<file path="config.mk">
export PLATFORM = sky130hd
export DESIGN_NAME = matrix_keypad_scanner
export DESIGN_NICKNAME = d
export VERILOG_FILES = /design/src/rtl/kbd_pkg.sv /design/src/rtl/sync_2ff.sv /design/src/rtl/matrix_keypad_scanner.sv
export SDC_FILE = /design/constraint.sdc
export NUM_CORES = 1
export LEC_CHECK = 0
export CORE_MARGIN = 2
export CORE_UTILIZATION = 50
export CTS_CLUSTER_SIZE = 40
export DETAILED_ROUTE_END_ITERATION = 6
export GPL_TIMING_DRIVEN = 0
export PLACE_DENSITY = 0.77
export SETUP_SLACK_MARGIN = 0.5
export SYNTH_ARGS = -nofsm -noshare
export SYNTH_HDL_FRONTEND = slang
export SYNTH_SLANG_ARGS = --single-unit
</file>
<file path="constraint.sdc">
create_clock -name clock -period 22.1 [get_ports clock]
set_input_delay 6.63 -clock clock [delete_from_list [all_inputs] [get_ports clock]]
set_output_delay 6.63 -clock clock [all_outputs]
set_load 0.01 [all_outputs]
</file>
<file path="src/rtl/kbd_pkg.sv">
// Shared types and widths for the matrix keypad scanner.
package kbd_pkg;

    localparam int DEFAULT_COLS = 4;
    localparam int DEFAULT_ROWS = 4;

    // Width of a key code for the default 4x4 keypad.
    localparam int KEY_W = $clog2(DEFAULT_COLS * DEFAULT_ROWS);

    // Debounce state machine states.
    typedef enum logic [1:0] {
        IDLE,
        CONFIRM,
        HELD,
        RELEASE
    } kbd_state_t;

    // Outcome of one full-frame evaluation.
    typedef enum logic [1:0] {
        NONE,
        SINGLE,
        MULTI
    } eval_t;

endpackage

</file>
<file path="src/rtl/sync_2ff.sv">
// Two-flop synchronizer for asynchronous level inputs such as keypad rows.
module sync_2ff #(
    parameter int               WIDTH     = 1,
    parameter logic [WIDTH-1:0] RESET_VAL = '0
) (
    input  logic             clock,
    input  logic             reset,
    input  logic [WIDTH-1:0] d,
    output logic [WIDTH-1:0] q
);

    logic [WIDTH-1:0] meta_reg;
    logic [WIDTH-1:0] sync_reg;

    // Two back-to-back flops; the first may go metastable, the second settles it.
    always_ff @(posedge clock or negedge reset) begin
        if (!reset) begin
            meta_reg <= RESET_VAL;
            sync_reg <= RESET_VAL;
        end else begin
            meta_reg <= d;
            sync_reg <= meta_reg;
        end
    end

    assign q = sync_reg;

endmodule

</file>
<file path="src/rtl/matrix_keypad_scanner.sv">
// Scans an active-low keypad column by column, snapshots each frame, debounces
// across frames and reports one key code per confirmed press and release.
// DEBOUNCE_FRAMES is expected to be >= 2 and SCAN_DIV >= 3 (synchronizer delay).
module matrix_keypad_scanner
    import kbd_pkg::*;
#(
    parameter int NUM_COLS        = 4,
    parameter int NUM_ROWS        = 4,
    parameter int SCAN_DIV        = 4,
    parameter int DEBOUNCE_FRAMES = 3
) (
    input  logic                                  clock,
    input  logic                                  reset,
    input  logic [NUM_ROWS-1:0]                   row_sense,
    output logic [NUM_COLS-1:0]                   col_drive,
    output logic [$clog2(NUM_COLS*NUM_ROWS)-1:0]  key_code,
    output logic                                  key_valid,
    output logic                                  key_held,
    output logic                                  key_release,
    output logic                                  multi_key
);

    localparam int KW     = $clog2(NUM_COLS * NUM_ROWS);
    localparam int COL_W  = (NUM_COLS > 1) ? $clog2(NUM_COLS) : 1;
    localparam int DW     = (SCAN_DIV > 1) ? $clog2(SCAN_DIV) : 1;
    localparam int CNT_W  = $clog2(DEBOUNCE_FRAMES + 1);
    localparam int CLOSED_W = $clog2(NUM_COLS * NUM_ROWS + 1);

    // ---------------------------------------------------------------
    // Row synchronizer: idle rows read high, so reset to all ones.
    // ---------------------------------------------------------------
    logic [NUM_ROWS-1:0] row_sync;

    sync_2ff #(
        .WIDTH     (NUM_ROWS),
        .RESET_VAL ({NUM_ROWS{1'b1}})
    ) u_row_sync (
        .clock (clock),
        .reset (reset),
        .d     (row_sense),
        .q     (row_sync)
    );

    // ---------------------------------------------------------------
    // Column scanner
    // ---------------------------------------------------------------
    logic [DW-1:0]       dwell_reg;
    logic [COL_W-1:0]    col_idx_reg;
    logic [COL_W-1:0]    col_idx_next;
    logic [NUM_COLS-1:0] col_drive_reg;
    logic                term;
    logic                frame_eval;

    assign term         = (dwell_reg == DW'(SCAN_DIV - 1));
    assign frame_eval   = term && (col_idx_reg == COL_W'(NUM_COLS - 1));
    assign col_idx_next = (col_idx_reg == COL_W'(NUM_COLS - 1)) ? '0 : col_idx_reg + COL_W'(1);

    // Dwell on each column for SCAN_DIV cycles, then drive the next one low.
    always_ff @(posedge clock or negedge reset) begin
        if (!reset) begin
            dwell_reg     <= '0;
            col_idx_reg   <= '0;
            col_drive_reg <= ~NUM_COLS'(1);
        end else if (term) begin
            dwell_reg     <= '0;
            col_idx_reg   <= col_idx_next;
            col_drive_reg <= ~(NUM_COLS'(1) << col_idx_next);
        end else begin
            dwell_reg     <= dwell_reg + DW'(1);
        end
    end

    assign col_drive = col_drive_reg;

    // ---------------------------------------------------------------
    // Frame snapshot: one row register per column, loaded on that
    // column's terminal dwell count.
    // ---------------------------------------------------------------
    logic [NUM_COLS*NUM_ROWS-1:0] snapshot_flat;

    generate
        for (genvar gi = 0; gi < NUM_COLS; gi++) begin : g_snap
            logic [NUM_ROWS-1:0] col_snap_reg;

            // Capture this column's synchronized rows at the end of its dwell.
            always_ff @(posedge clock or negedge reset) begin
                if (!reset) begin
                    col_snap_reg <= '1;
                end else if (term && (col_idx_reg == COL_W'(gi))) begin
                    col_snap_reg <= row_sync;
                end
            end

            assign snapshot_flat[gi*NUM_ROWS +: NUM_ROWS] = col_snap_reg;
        end
    endgenerate

    // ---------------------------------------------------------------
    // Frame evaluation. The last column is still being captured on the
    // evaluation cycle, so its live synchronized rows stand in for it.
    // ---------------------------------------------------------------
    logic [CLOSED_W-1:0] closed_count;
    logic [KW-1:0]       eval_code;
    eval_t               eval_result;

    // Count closed keys in the frame and remember the code of the last one found.
    always_comb begin
        closed_count = '0;
        eval_code    = '0;
        for (int c = 0; c < NUM_COLS; c++) begin
            for (int r = 0; r < NUM_ROWS; r++) begin
                if ((int'(col_idx_reg) == c) ? !row_sync[r] : !snapshot_flat[c*NUM_ROWS + r]) begin
                    closed_count = closed_count + CLOSED_W'(1);
                    eval_code    = KW'(c * NUM_ROWS + r);
                end
            end
        end
        if (closed_count == '0) begin
            eval_result = NONE;
        end else if (closed_count == CLOSED_W'(1)) begin
            eval_result = SINGLE;
        end else begin
            eval_result = MULTI;
        end
    end

    // ---------------------------------------------------------------
    // Debounce FSM
    // ---------------------------------------------------------------
    kbd_state_t     state_reg,       state_next;
    logic [CNT_W-1:0] cnt_reg,       cnt_next;
    logic [CNT_W-1:0] cnt_inc;
    logic [KW-1:0]  cand_reg,        cand_next;
    logic [KW-1:0]  key_code_reg,    key_code_next;
    logic           key_valid_reg,   key_valid_next;
    logic           key_held_reg,    key_held_next;
    logic           key_release_reg, key_release_next;
    logic           multi_key_reg,   multi_key_next;

    // State and output registers.
    always_ff @(posedge clock or negedge reset) begin
        if (!reset) begin
            state_reg       <= IDLE;
            cnt_reg         <= '0;
            cand_reg        <= '0;
            key_code_reg    <= '0;
            key_valid_reg   <= 1'b0;
            key_held_reg    <= 1'b0;
            key_release_reg <= 1'b0;
            multi_key_reg   <= 1'b0;
        end else begin
            state_reg       <= state_next;
            cnt_reg         <= cnt_next;
            cand_reg        <= cand_next;
            key_code_reg    <= key_code_next;
            key_valid_reg   <= key_valid_next;
            key_held_reg    <= key_held_next;
            key_release_reg <= key_release_next;
            multi_key_reg   <= multi_key_next;
        end
    end

    // Next-state logic; transitions only on frame evaluation cycles.
    always_comb begin
        state_next       = state_reg;
        cnt_next         = cnt_reg;
        cand_next        = cand_reg;
        key_code_next    = key_code_reg;
        key_valid_next   = 1'b0;
        key_held_next    = key_held_reg;
        key_release_next = 1'b0;
        multi_key_next   = multi_key_reg;
        cnt_inc          = (cnt_reg >= CNT_W'(DEBOUNCE_FRAMES)) ? cnt_reg : cnt_reg + CNT_W'(1);

        if (frame_eval) begin
            multi_key_next = (eval_result == MULTI);
            unique case (state_reg)
                IDLE: begin
                    if (eval_result == SINGLE) begin
                        state_next = CONFIRM;
                        cand_next  = eval_code;
                        cnt_next   = CNT_W'(1);
                    end
                end
                CONFIRM: begin
                    if (eval_result == SINGLE && eval_code == cand_reg) begin
                        if (cnt_inc >= CNT_W'(DEBOUNCE_FRAMES)) begin
                            state_next     = HELD;
                            cnt_next       = '0;
                            key_code_next  = cand_reg;
                            key_valid_next = 1'b1;
                            key_held_next  = 1'b1;
                        end else begin
                            cnt_next = cnt_inc;
                        end
                    end else if (eval_result == SINGLE) begin
                        // A different key took over: start counting it afresh.
                        cand_next = eval_code;
                        cnt_next  = CNT_W'(1);
                    end else begin
                        state_next = IDLE;
                        cnt_next   = '0;
                    end
                end
                HELD: begin
                    // Rollover and extra keys are ignored while a key is held.
                    if (eval_result == NONE) begin
                        state_next = RELEASE;
                        cnt_next   = CNT_W'(1);
                    end
                end
                RELEASE: begin
                    if (eval_result == NONE) begin
                        if (cnt_inc >= CNT_W'(DEBOUNCE_FRAMES)) begin
                            state_next       = IDLE;
                            cnt_next         = '0;
                            key_held_next    = 1'b0;
                            key_release_next = 1'b1;
                        end else begin
                            cnt_next = cnt_inc;
                        end
                    end else begin
                        // Bounce during release: fall back to held, no new press.
                        state_next = HELD;
                        cnt_next   = '0;
                    end
                end
                default: begin
                    state_next = IDLE;
                    cnt_next   = '0;
                end
            endcase
        end
    end

    assign key_code    = key_code_reg;
    assign key_valid   = key_valid_reg;
    assign key_held    = key_held_reg;
    assign key_release = key_release_reg;
    assign multi_key   = multi_key_reg;

endmodule

</file>
; After elaboration in Yosys (flattened, before gate mapping)
; Index checks and enable logic that the tools add are counted.
[classes]
addsub = 18
magnitude_cmp = 2
n_eq_ne = 24
shifts = 1
n_mux = 81
n_bitwise = 1
reduce_logical = 37
[ops]
columns = operator, count
row1 = $add 5x1->5 const B, 15
row2 = $mux 5, 15
row3 = $mux 4, 16
row4 = $mux 2, 16
row5 = $mux 1, 30
row6 = $logic_not 1->1, 20
row7 = $eq 2x2->1 const B, 8
row8 = $pmux 2 s4, 2
row9 = $ne 2x2->1 const B, 7
row10 = $reduce_and 6->1, 2
row11 = $ne 3x3->1 const B, 3
row12 = $eq 2x1->1 const B, 4
row13 = $logic_not 2->1, 4
row14 = $pmux 4 s2, 1
row15 = $add 2x1->2 const B, 3
row16 = $reduce_and 3->1, 2
row17 = $eq 5x1->1 const B, 1
row18 = $logic_and 1x1->1, 5
row19 = $logic_not 5->1, 1
row20 = $eq 4x4->1, 1
row21 = $ge 2x2->1 const B, 2
row22 = $not 4->4, 1
row23 = $reduce_and 4->1, 1
row24 = $reduce_bool 2->1, 2
row25 = other kinds (2), 2
[totals]
register_bits = 48
word_cells = 181

; Logic depth before layout (Yosys ltp)
; Gate-level depths: netlist (run 1).
[depth]
depth_word = 41
depth_mapped = 54
mapped_depth_nobuf = 53

; By module
; A second synthesis (run 1) with hierarchy kept.
[unflattened]
hier_cells = 435
hier_area_um2 = 4245.3
[modules_own_cells]
columns = mod, instances, cells_each, area_each_um2, seq_area_each_um2
row1 = matrix_keypad_scanner, 1, 427, 4035.1, 1024.7
row2 = sync_2ff, 1, 8, 210.2, 210.2

; Least setup slack after synthesis (run 1)
; No wires, ideal clock.
[synth_timing]
kind = register -> register
startpoint = register col_idx_reg[0]
endpoint = register cand_reg[0]
arrival_time_ns = 9.827
path_slack_ns = 12.146
stages_incl_launch_ff = 54
path_buffers = 2
cell_sequence = dfrtp_1 inv_1 ha_1 buf_6 mux2_2 inv_1 ha_1 clkbuf_1 nor2b_1 mux2_2 or2_2 inv_1 ha_1 mux2i_1 inv_1 ha_1 a211oi_1 o211ai_1 [... 18 more ...] nor2_1 or2_1 inv_1 ha_1 nand2_1 o21ai_0 ha_1 nand2_1 o221ai_1 ha_1 mux2_2 ha_1 or3_1 o21ai_0 a21oi_1 nor3_1 nand2_1 mux2_1
[synth_between]
elab_chain_cells = 40
word_cells_on_any_way = 80
classes_between = add/sub: 15 / eq/ne: 8 / mux: 52 / reduce/logical: 5
[synth_rtl]
columns = element, line
row1 = from (decl), matrix_keypad_scanner.sv:48  ; logic [COL_W-1:0] col_idx_reg;
row2 = from (signal assigned), matrix_keypad_scanner.sv:66  ; col_idx_reg <= col_idx_next;
row3 = $logic_not 2->1, matrix_keypad_scanner.sv:112  ; if ((int'(col_idx_reg) == c) ? !row_sync[r] : !snapshot_flat[c*NUM_ROWS + r]) begin
row4 = $mux 1 (2 in a row), matrix_keypad_scanner.sv:112
row5 = $add 5x1->5, matrix_keypad_scanner.sv:113  ; closed_count = closed_count + CLOSED_W'(1);
row6 = $mux 5, matrix_keypad_scanner.sv:112
row7 = $add 5x1->5, matrix_keypad_scanner.sv:113
row8 = $mux 5, matrix_keypad_scanner.sv:112
row9 = $add 5x1->5, matrix_keypad_scanner.sv:113
row10 = $mux 5, matrix_keypad_scanner.sv:112
row11 = [... 23 more ...], --
row12 = $mux 5, matrix_keypad_scanner.sv:112
row13 = $eq 5x1->1, matrix_keypad_scanner.sv:120  ; end else if (closed_count == CLOSED_W'(1)) begin
row14 = $mux 2, matrix_keypad_scanner.sv:120
row15 = $mux 2, matrix_keypad_scanner.sv:118  ; if (closed_count == '0) begin
row16 = $eq 2x1->1, "matrix_keypad_scanner.sv:179, matrix_keypad_scanner.sv:186, matrix_keypad_scanner.sv:196"
row17 = $mux 4 or $logic_and 1x1->1 (tied branches), "matrix_keypad_scanner.sv:179, matrix_keypad_scanner.sv:196, matrix_keypad_scanner.sv:186"
row18 = $mux 4 or $ne 2x2->1 (tied branches), --
row19 = $pmux 4 s2 or $reduce_and 3->1 (tied branches), --
row20 = to (signal assigned), matrix_keypad_scanner.sv:154  ; cand_reg <= cand_next;
row21 = to (decl), matrix_keypad_scanner.sv:133  ; logic [KW-1:0] cand_reg, cand_next;
; Several ways; a longest one is shown, not always the timed one. The select of a mux whose other input is x is not followed.
; A chain may end at the register's enable or synchronous reset.

; Final worst setup path (run 1)
[layout_timing]
startpoint = register col_idx_reg[0]
endpoint = register cand_reg[1]
; The elaborated chain is that of the path after synthesis.

==> results.tsv, run 1 <==
stage	metric	value	unit
route	via_per_inst	5.61	
synth	ys_seq_area_share	30.9	%
sta	period_share	50.3	%
cells_and_area	largest_reg_flops	16	
clock_network	cts_inserted_buffers	5	
route	drtIter0Drc	164	
sta	tns	0	ps
global_routing	track_usage	19.5	%
cells_and_area	stdcell_count	539	
synth	syn-cell-area	0.00400	mm2
power	power_density	98.2	mW/mm2
die	coreArea	0.00773	mm2
power	ir_worst_vdd	68.3	uV
sta	period_minus_slack	11120	ps
synth	synth.area.top_cells	dfstp_2, dfrtp_1, ha_1, mux2_2, mux2i_1	
setup_path	reg2reg_to	cand_reg[1]	
synth	synth-async-reset-ratio	100	%
die	dieWidth	93.4	um
worst_hold_path	holdPathEnd	u_row_sync.q[0]	
synth	avgSynthCellArea	9.75	um2
setup_path	cp_common_cell	ha_1	
cells_and_area	n_antenna_cell	0	
synth	yosysUniqueCellTypes	70	
synth	synth_top_cell_area_share	17.7	%
power	total_power	439	uW
die	die_height	93.4	um
job	maxCapViolCount	0	
setup_path	critPathRequiredTime	22280	ps
sta	hold_viol	0	
clock_network	cts.sinks	48	
cells_and_area	finalNetCount	465	
sta	setup_ws	10980	ps
sta	worst_pin_slew	645	ps
cells_and_area	fillers	635	
setup_path	reg2reg_from	col_idx_reg[0]	
synth	post_synth_inst_count	410	
sta	clock_skew	4.62	ps
sta	grt_setup_unrepaired	false	
placement	placed_area	0.00431	mm2
worst_hold_path	hold_depth	0	
clock_network	htree_levels	2	
route	drt_pass1_iterations	4	
global_routing	grt_max_degree	32	
route	ant_nets	0	
synth	ys_seq_elements	48	
setup_path	rrSetupSlack	10980	ps
placement	dp.cells	530	
sta	maxSlewHeadroom	55.7	%
clock_network	clk_latency	290	ps
die	die_area	0.00873	mm2
route	dr_total_vias	3024	
placement	dp_slack	11010	ps
global_routing	grt_pass1_wl	13900	um
clock_network	cts-resized-gates	0	
setup_path	worst-setup-path-type	flop to flop	
cells_and_area	areaGrowthSynthToFinish	11.8	%
clock_network	cts_root_buffer	clkbuf_8	
worst_hold_path	hold_class	flop to flop	
route	post-route-drc-count	0	
setup_path	startpoint_type	flop	
setup_path	cp.arrival	11300	ps
die	rows	32	
global_routing	grt_overflow	0	
synth	synth_top_cell_by_area	dfstp_2	
run_status	outcome	complete, no violations	
synth	syn_nets	439	
route	routed_wl	7810	um
synth	ys.warnings.count	0	
clock_network	clk_pin_slew	80	ps
placement	dpl.hpwl	5970	um
sta	setup_viol_count_final	0	
clock_network	clockBufferDepth	2	
clock_network	tritoncts	yes	
die	initial_core_util	51.7	%
setup_path	crit_fanout	10	
clock_network	post_cts_buffers	0	
placement	portBuffers	17	
global_routing	antenna_found_initial	0	
power	p_leak	1.84	nW
placement	gp_congestion	0.853	
die	io_pins	18	
cells_and_area	drive_above_1_share	20.4	%
synth	synth_flop_cell	dfstp_2	
clock_network	hold_buffers	0	
setup_path	critPathCaptureType	flop	
setup_path	worst_r2r_path_depth	53	
global_routing	grt_pass1_vias	3032	
setup_path	slowest_delay	470	ps
sta	finalMaxSlewViolations	0	
cells_and_area	final_area	0.00447	mm2
route	wl_per_cell	14.5	um
synth	synth-edff-count	0	
setup_path	critical-path-slowest-cell	dfrtp_1	
sta	max_freq	89.9	MHz
worst_hold_path	hp-start	u_row_sync.meta_reg[0]	
[worst max-delay path by stage]
stage / from / end / slack, ps / cells past startpoint
final: col_idx_reg[0] / cand_reg[1] / 10980 / 53
after global routing: col_idx_reg[0] / cand_reg[1] / 9970 / 53
after CTS: col_idx_reg[0] / cand_reg[1] / 10960 / 53
after detailed placement: col_idx_reg[0] / cand_reg[3] / 11010 / 53
after global placement: col_idx_reg[0] / cand_reg[1] / 11330 / 53
after floorplan: col_idx_reg[0] / cand_reg[0] / 12150 / 53
[Yosys cell counts, types with 3 or more instances]
library cell / instances
nand2_1: 41
dfstp_2: 27
mux2_2: 25
inv_1: 24
ha_1: 23
nor2_1: 23
xnor2_1: 23
a21oi_1: 21
dfrtp_1: 21
mux2i_1: 21
o21ai_0: 19
xor2_1: 12
nand3_1: 11
clkbuf_1: 7
nor3_1: 7
o22ai_1: 6
a31oi_1: 4
and3_1: 4
mux2_1: 4
mux2_4: 4
nand2b_1: 4
nor3b_1: 4
nand4_1: 3
nor2b_1: 3
nor4_1: 3
nor4b_1: 3
o211ai_1: 3
o21bai_1: 3
or2_2: 3
xnor2_2: 3
xnor3_2: 3
[through the flow]
stage	util (%)	hold slack, ps
floorplan	-	345
global placement	55.6	346
detailed placement	55.8	347
CTS	57.8	355
global route	57.9	358
finish	57.9	357
[metal layers]
layer	track usage [%]	up-vias	wire length, um
li1	-	1514	-
met1	25.9	1456	3730
met2	34.0	46	3860
met3	1.85	8	120
met4	5.39	0	94
met5	0	-	0
[worst max-delay path: cells and delay by family (launching register included)]
family                     cells  cell delay [ps]
buffers and inverters          8              870
AOI/OAI and AO/OA             11             1860
adders and majority gates     15             4280
xor gates and xnor gates       1              190
DFF                            1              470
muxes                          5             1440
and+or+nand+nor               13             1900
[cell usage in the layout, fill, tap and decap left out, types with 16 or more instances in the layout]
master	count
nor2_1	23
a21oi_1	21
dfrtp_1	21
xnor2_1	23
nand2_1	41
mux2_2	25
o21ai_0	19
inv_1	24
ha_1	23
clkdlybuf4s50_1	16
mux2i_1	21
dfstp_2	27
[layout make-up]
class                      count  area, um2  share of cell area [%]
multi-input combinational    326       2620                    58.6
sequential                    48       1230                    27.6
timing repair buffer          19        190                    4.25
tap                          102        128                    2.85
clock buffer                   6       93.8                    2.10
inverter                      24       90.1                    2.02
clock inverter                 2       60.1                    1.34
buffer                        12       55.1                    1.23
[power breakdown]
group / total (mW) / switching (mW) / internal (mW)
Combinational: 0.259 / 0.154 / 0.105
Sequential: 0.101 / 0.00546 / 0.0951
Clock: 0.0796 / 0.0276 / 0.0520
[cells by family (layout without fill, tap and decap cells)]
logic type | after synthesis | count (layout) | share of synthesized area, %
buffers and inverters | 36 | 63 | 3.63
multiplexers | 56 | 56 | 16.1
XOR/XNOR | 46 | 46 | 13.6
AND/OR/NAND/NOR | 123 | 123 | 16.1
flip-flops | 48 | 48 | 30.9
AO/OA/AOI/OAI | 77 | 77 | 12.3
adder cells (fa/ha/maj) | 24 | 24 | 7.45
(Power assumes the default switching activity.)
==> inputs of run 2 (changes only) <==
--- a/config.mk
+++ b/config.mk
@@ -10,7 +10,7 @@
 export CTS_CLUSTER_SIZE = 40
 export DETAILED_ROUTE_END_ITERATION = 6
 export GPL_TIMING_DRIVEN = 0
-export PLACE_DENSITY = 0.77
+export PLACE_DENSITY = 0.8
 export SETUP_SLACK_MARGIN = 0.5
 export SYNTH_ARGS = -nofsm -noshare
 export SYNTH_HDL_FRONTEND = slang
==> constraint.sdc (replaced) <==
create_clock -name clock -period 9.1 [get_ports clock]
set_input_delay 2.73 -clock clock [delete_from_list [all_inputs] [get_ports clock]]
set_output_delay 2.73 -clock clock [all_outputs]
set_load 0.01 [all_outputs]
==> run 2 against run 1 <==
The run now ends with setup timing left. Die area stayed put. First-iteration DRC count grew 74%. Flip-flop and latch count stayed put. Largest cell class unchanged. Core utilization increased by 11 points. Via count grew 18%.
==> results.tsv, run 2 (synthesis gave the netlist of run 1 again) <==
stage	metric	value	unit
placement	portBuffers	17	
clock_network	clockBufferDepth	2	
setup_path	critPathRequiredTime	9290	ps
sta	worst_pin_slew	1130	ps
die	io_pins	18	
sta	setup_ws	-666	ps
route	wl_per_cell	17.3	um
placement	dpl.hpwl	6280	um
sta	setup_viol_count_final	16	
global_routing	grt_max_degree	30	
clock_network	cts_inserted_buffers	5	
run_status	outcome	finished with violations	
worst_hold_path	hold_class	flop to flop	
setup_path	reg2reg_from	col_idx_reg[0]	
job	maxCapViolCount	0	
setup_path	cp.arrival	9950	ps
sta	clock_skew	7.03	ps
global_routing	grt_pass1_vias	3548	
placement	gp_congestion	0.860	
sta	maxSlewHeadroom	24.7	%
sta	holdWs	349	ps
route	dr_total_vias	3561	
route	routed_wl	10400	um
sta	finalMaxSlewViolations	0	
setup_path	slowest_delay	450	ps
sta	max_freq	102	MHz
placement	dp_slack	-1090	ps
global_routing	antenna_found_initial	0	
placement	placed_area	0.00447	mm2
die	dieWidth	93.4	um
global_routing	grt_pass1_wl	17000	um
setup_path	critical-path-slowest-cell	dfrtp_2	
clock_network	clk_pin_slew	80	ps
cells_and_area	areaGrowthSynthToFinish	32.9	%
clock_network	clk_latency	300	ps
run_status	violations	setup timing	
setup_path	startpoint_type	flop	
power	power_density	278	mW/mm2
die	initial_core_util	51.7	%
cells_and_area	largest_reg_flops	16	
die	die_area	0.00873	mm2
power	total_power	1.48	mW
setup_path	crit_fanout	5	
sta	period_minus_slack	9770	ps
die	coreArea	0.00773	mm2
setup_path	worst-setup-path-type	flop to flop	
sta	period_share	107	%
global_routing	grt_overflow	0	
route	ant_nets	0	
route	drt_pass1_iterations	5	
cells_and_area	fin_util	68.8	%
cells_and_area	drive_above_1_share	42.3	%
setup_path	cp_common_cell	ha_4	
clock_network	cts_root_buffer	clkbuf_8	
die	rows	32	
route	via_per_inst	5.91	
cells_and_area	final_common_cell	buf_4	
sta	hold_viol	0	
die	die_height	93.4	um
route	post-route-drc-count	0	
setup_path	critPathCaptureType	flop	
setup_path	startpoint	col_idx_reg[0]	
worst_hold_path	hp-start	u_row_sync.meta_reg[0]	
route	drtIter0Drc	285	
cells_and_area	layout_common_cells	buf_4, nand2_1, dfstp_2	
clock_network	cts.sinks	48	
cells_and_area	fillers	487	
clock_network	tritoncts	yes	
cells_and_area	n_antenna_cell	0	
cells_and_area	finalNetCount	529	
clock_network	htree_levels	2	
power	ir_worst_vdd	193	uV
sta	grt_setup_unrepaired	true	
cells_and_area	final_area	0.00531	mm2
power	p_leak	2.24	nW
global_routing	track_usage	24.3	%
## run 2: changes by cell type in the layout (fill, tap and decap cells not counted), moves of 4 or more
cell,change
inv_1,-9
mux2i_1,-4
ha_1,-8
buf_4,+63
inv_2,+6
o21ai_0,-6
mux2_2,-4
nand2_1,-6
o21ai_2,+4
mux2_4,+7
nor2_1,-4
ha_4,+8
## run 2: metal layers
| metal | wire length [um] | vias up | part of all wire (%) | global-route usage (%) |
|---|---|---|---|---|
| met1 | 4380 | 1732 | 42 | 30.4 |
| met2 | 5230 | 142 | 50 | 42.9 |
| li1 | - | 1650 | - | - |
| met4 | 342 | 0 | 3.3 | 8.82 |
| met3 | 477 | 37 | 4.6 | 3.06 |
| met5 | 0 | - | 0 | 0 |
## run 2: where the power goes
part	leakage, nW	switching [mW]	internal [mW]
Clock	0.0510	0.0668	0.0606
Sequential	0.564	0.0136	0.231
Combinational	1.62	0.585	0.522
Total	2.24	0.665	0.814
## run 2: what timing repair did
item | CTS | global route
setup buffers | 50 | 15
endpoints found under the setup margin | 16 | 16
resized for setup | 19 | 36
pin swaps | 20 | 22
hold buffers | 0 | 0
## run 2: path summary, 6_finish.rpt
| check | to | slack, ps | cells past startpoint |
|---|---|---|---|
| setup / recovery | cand_reg[0] | -670 | 55 |
| hold / removal | u_row_sync.q[0] | 350 | 0 |
| setup reg to reg | cand_reg[0] | -670 | 55 |
| hold reg to reg | u_row_sync.q[0] | 350 | 0 |
| max in group asynchronous | g_snap[3].col_snap_reg[3] | 6180 | 2 |
| min in group asynchronous | col_idx_reg[1] | 2360 | 1 |
## run 2: through the flow
stage | TNS [ps] | cells
after global routing | -15290 | 603
after global placement | -13010 | 529
after floorplan | -2820 | 410
after detailed placement | -16170 | 530
after CTS | -4570 | 588
final | -9790 | 603
## run 2: worst max-delay path, delay by kind of cell, from the launching register on
kind | cells | cell delay [ps]
adder cells (fa/ha/maj) | 14 | 3530
AND/OR/NAND/NOR | 14 | 1770
multiplexers | 6 | 1510
AO/OA/AOI/OAI | 10 | 1230
buffers and inverters | 10 | 900
flip-flops | 1 | 450
XOR/XNOR | 1 | 210
## run 2: cell type report
class / instances / area [um2] / share of cell area, %
flip-flops and latches: 48 / 1240 / 23.3
repair buffers: 83 / 689 / 13.0
clock buffers: 6 / 82.6 / 1.55
well taps: 102 / 128 / 2.40
clock inverters: 2 / 10.0 / 0.188
inverters: 24 / 97.6 / 1.84
multi-input cells: 326 / 2990 / 56.3
plain buffers: 12 / 77.6 / 1.46
==> inputs of run 3 (changes only) <==
--- a/config.mk
+++ b/config.mk
@@ -5,6 +5,7 @@
 export SDC_FILE = /design/constraint.sdc
 export NUM_CORES = 1
 export LEC_CHECK = 0
+export CAP_MARGIN = 20
 export CORE_MARGIN = 2
 export CORE_UTILIZATION = 50
 export CTS_CLUSTER_SIZE = 40
==> run 3 against run 2 <==
The run still ends with setup timing left. Die area unchanged. Register-to-register slack got worse by 120 ps. Hold slack improved by 8.7 ps. Critical path type unchanged. Core utilization increased by 0.21 points. Sequential power about the same. Highest routed layer unchanged. Critical path depth decreased by 4. Critical endpoint unchanged. Flip-flop and latch count unchanged. Non-clock buffer count decreased by 4. Routed wire length increased by 7.6%. Sequential share of layout area decreased by 0.071 points.
==> results.tsv, run 3 (synthesis gave the netlist of run 1 again) <==
stage	metric	value	unit
run_status	outcome	finished with violations	
run_status	violations	setup timing	
cells_and_area	drive_above_1_share	42.9	%
sta	grt_setup_unrepaired	true	
die	io_pins	18	
die	rows	32	
cells_and_area	n_antenna_cell	0	
clock_network	tritoncts	yes	
sta	tns	-10930	ps
cells_and_area	layout_common_cells	buf_4, nand2_1, dfstp_2	
setup_path	critPathRequiredTime	9290	ps
placement	portBuffers	17	
cells_and_area	fin_util	69.0	%
route	drt_pass1_iterations	5	
placement	dpl.hpwl	6260	um
power	ir_worst_vdd	186	uV
clock_network	hold_buffers	0	
global_routing	grt_pass1_vias	3564	
die	die_height	93.4	um
global_routing	grt_pass1_wl	17000	um
global_routing	grt_overflow	0	
route	post-route-drc-count	0	
clock_network	clk_pin_slew	80	ps
die	coreArea	0.00773	mm2
sta	hold_viol	0	
route	drtIter0Drc	374	
die	initial_core_util	51.7	%
sta	period_share	109	%
sta	finalMaxSlewViolations	0	
cells_and_area	finalNetCount	525	
sta	period_minus_slack	9880	ps
cells_and_area	final_common_cell	buf_4	
die	dieWidth	93.4	um
worst_hold_path	hold_class	flop to flop	
setup_path	worst-setup-path-type	flop to flop	
setup_path	crit_fanout	5	
placement	placed_area	0.00448	mm2
cells_and_area	areaGrowthSynthToFinish	33.3	%
placement	gp_congestion	0.860	
setup_path	critical-path-slowest-cell	dfrtp_2	
power	total_power	1.53	mW
sta	worst_pin_slew	960	ps
setup_path	critPathCaptureType	flop	
setup_path	rrSetupSlack	-780	ps
route	via_per_inst	5.99	
sta	max_freq	101	MHz
clock_network	cts.sinks	48	
setup_path	startpoint_type	flop	
route	routed_wl	11200	um
route	wl_per_cell	18.7	um
power	p_leak	2.22	nW
clock_network	htree_levels	2	
sta	clock_skew	9.36	ps
setup_path	cp.arrival	10070	ps
cells_and_area	largest_reg_flops	16	
global_routing	track_usage	24.4	%
sta	setup_viol_count_final	16	
global_routing	antenna_found_initial	0	
setup_path	slowest_delay	440	ps
setup_path	cp_common_cell	ha_4	
global_routing	grt_max_degree	30	
die	die_area	0.00873	mm2
route	dr_total_vias	3587	
clock_network	cts_root_buffer	clkbuf_8	
route	ant_nets	0	
sta	maxSlewHeadroom	34.2	%
job	maxCapViolCount	0	
clock_network	cts_inserted_buffers	5	
clock_network	clk_latency	310	ps
clock_network	clockBufferDepth	2	
sta	holdWs	358	ps
power	power_density	287	mW/mm2
sta	setup_ws	-784	ps
cells_and_area	final_area	0.00533	mm2
run 3: cell types whose count changed in the layout (fill, tap and decap cells not counted), moves of 2 or more:
cell and delta:
nor2_4 +2, xor2_2 +2, buf_4 -3, nor2_2 -2
inv_2 -2, xor2_1 -2
run 3: final cells by class:
| cell class | count | area (um2) |
|---|---|---|
| clock inverters | 2 | 10.0 |
| inverters | 24 | 100 |
| clock buffers | 6 | 82.6 |
| flip-flops and latches | 48 | 1240 |
| well taps | 102 | 128 |
| repair buffers | 79 | 639 |
| plain buffers | 12 | 77.6 |
| multi-input cells | 326 | 3060 |
| fillers | 475 | 2400 |
run 3: metrics by stage:
stage | std cells | setup WS (ps)
after floorplan | 410 | -249
after global placement | 529 | -883
after detailed placement | 531 | -1100
after CTS | 590 | -393
after global routing | 599 | -1030
final | 599 | -784
run 3: layer usage:
metal	vias up	wire length (um)	track usage [%]
met5	-	0	0
met4	0	462	9.19
met3	49	424	2.50
met2	145	5610	43.7
met1	1753	4730	30.2
li1	1640	-	-
run 3: worst paths after layout:
| path | cells past startpoint | end | from |
|---|---|---|---|
| max | 51 | cand_reg[0] | col_idx_reg[0] |
| min reg2reg | 0 | u_row_sync.q[2] | u_row_sync.meta_reg[2] |
| min in group asynchronous | 1 | state_reg[0] | reset |
| max in group asynchronous | 2 | g_snap[2].col_snap_reg[0] | reset |
| max reg2reg | 51 | cand_reg[0] | col_idx_reg[0] |
| min | 0 | u_row_sync.q[2] | u_row_sync.meta_reg[2] |
run 3: critical path, delay by kind of cell, from the launching register on:
| family | cells | cell delay (ps) |
|---|---|---|
| AO/OA/AOI/OAI | 11 | 1460 |
| adder cells (fa/ha/maj) | 13 | 3440 |
| buffers and inverters | 8 | 740 |
| flip-flops | 1 | 440 |
| multiplexers | 5 | 1430 |
| AND/OR/NAND/NOR | 14 | 2230 |
run 3: timing repair:
| item | in CTS | in global routing |
|---|---|---|
| setup buffers | 51 | 9 |
| setup endpoints to repair | 16 | 16 |
| gates resized for setup | 22 | 41 |
| pin swaps | 19 | 19 |
run 3: report_power, final:
part | switching [mW] | internal (mW) | total (mW)
Clock | 0.0691 | 0.0607 | 0.130
Sequential | 0.0141 | 0.231 | 0.245
Combinational | 0.628 | 0.526 | 1.15
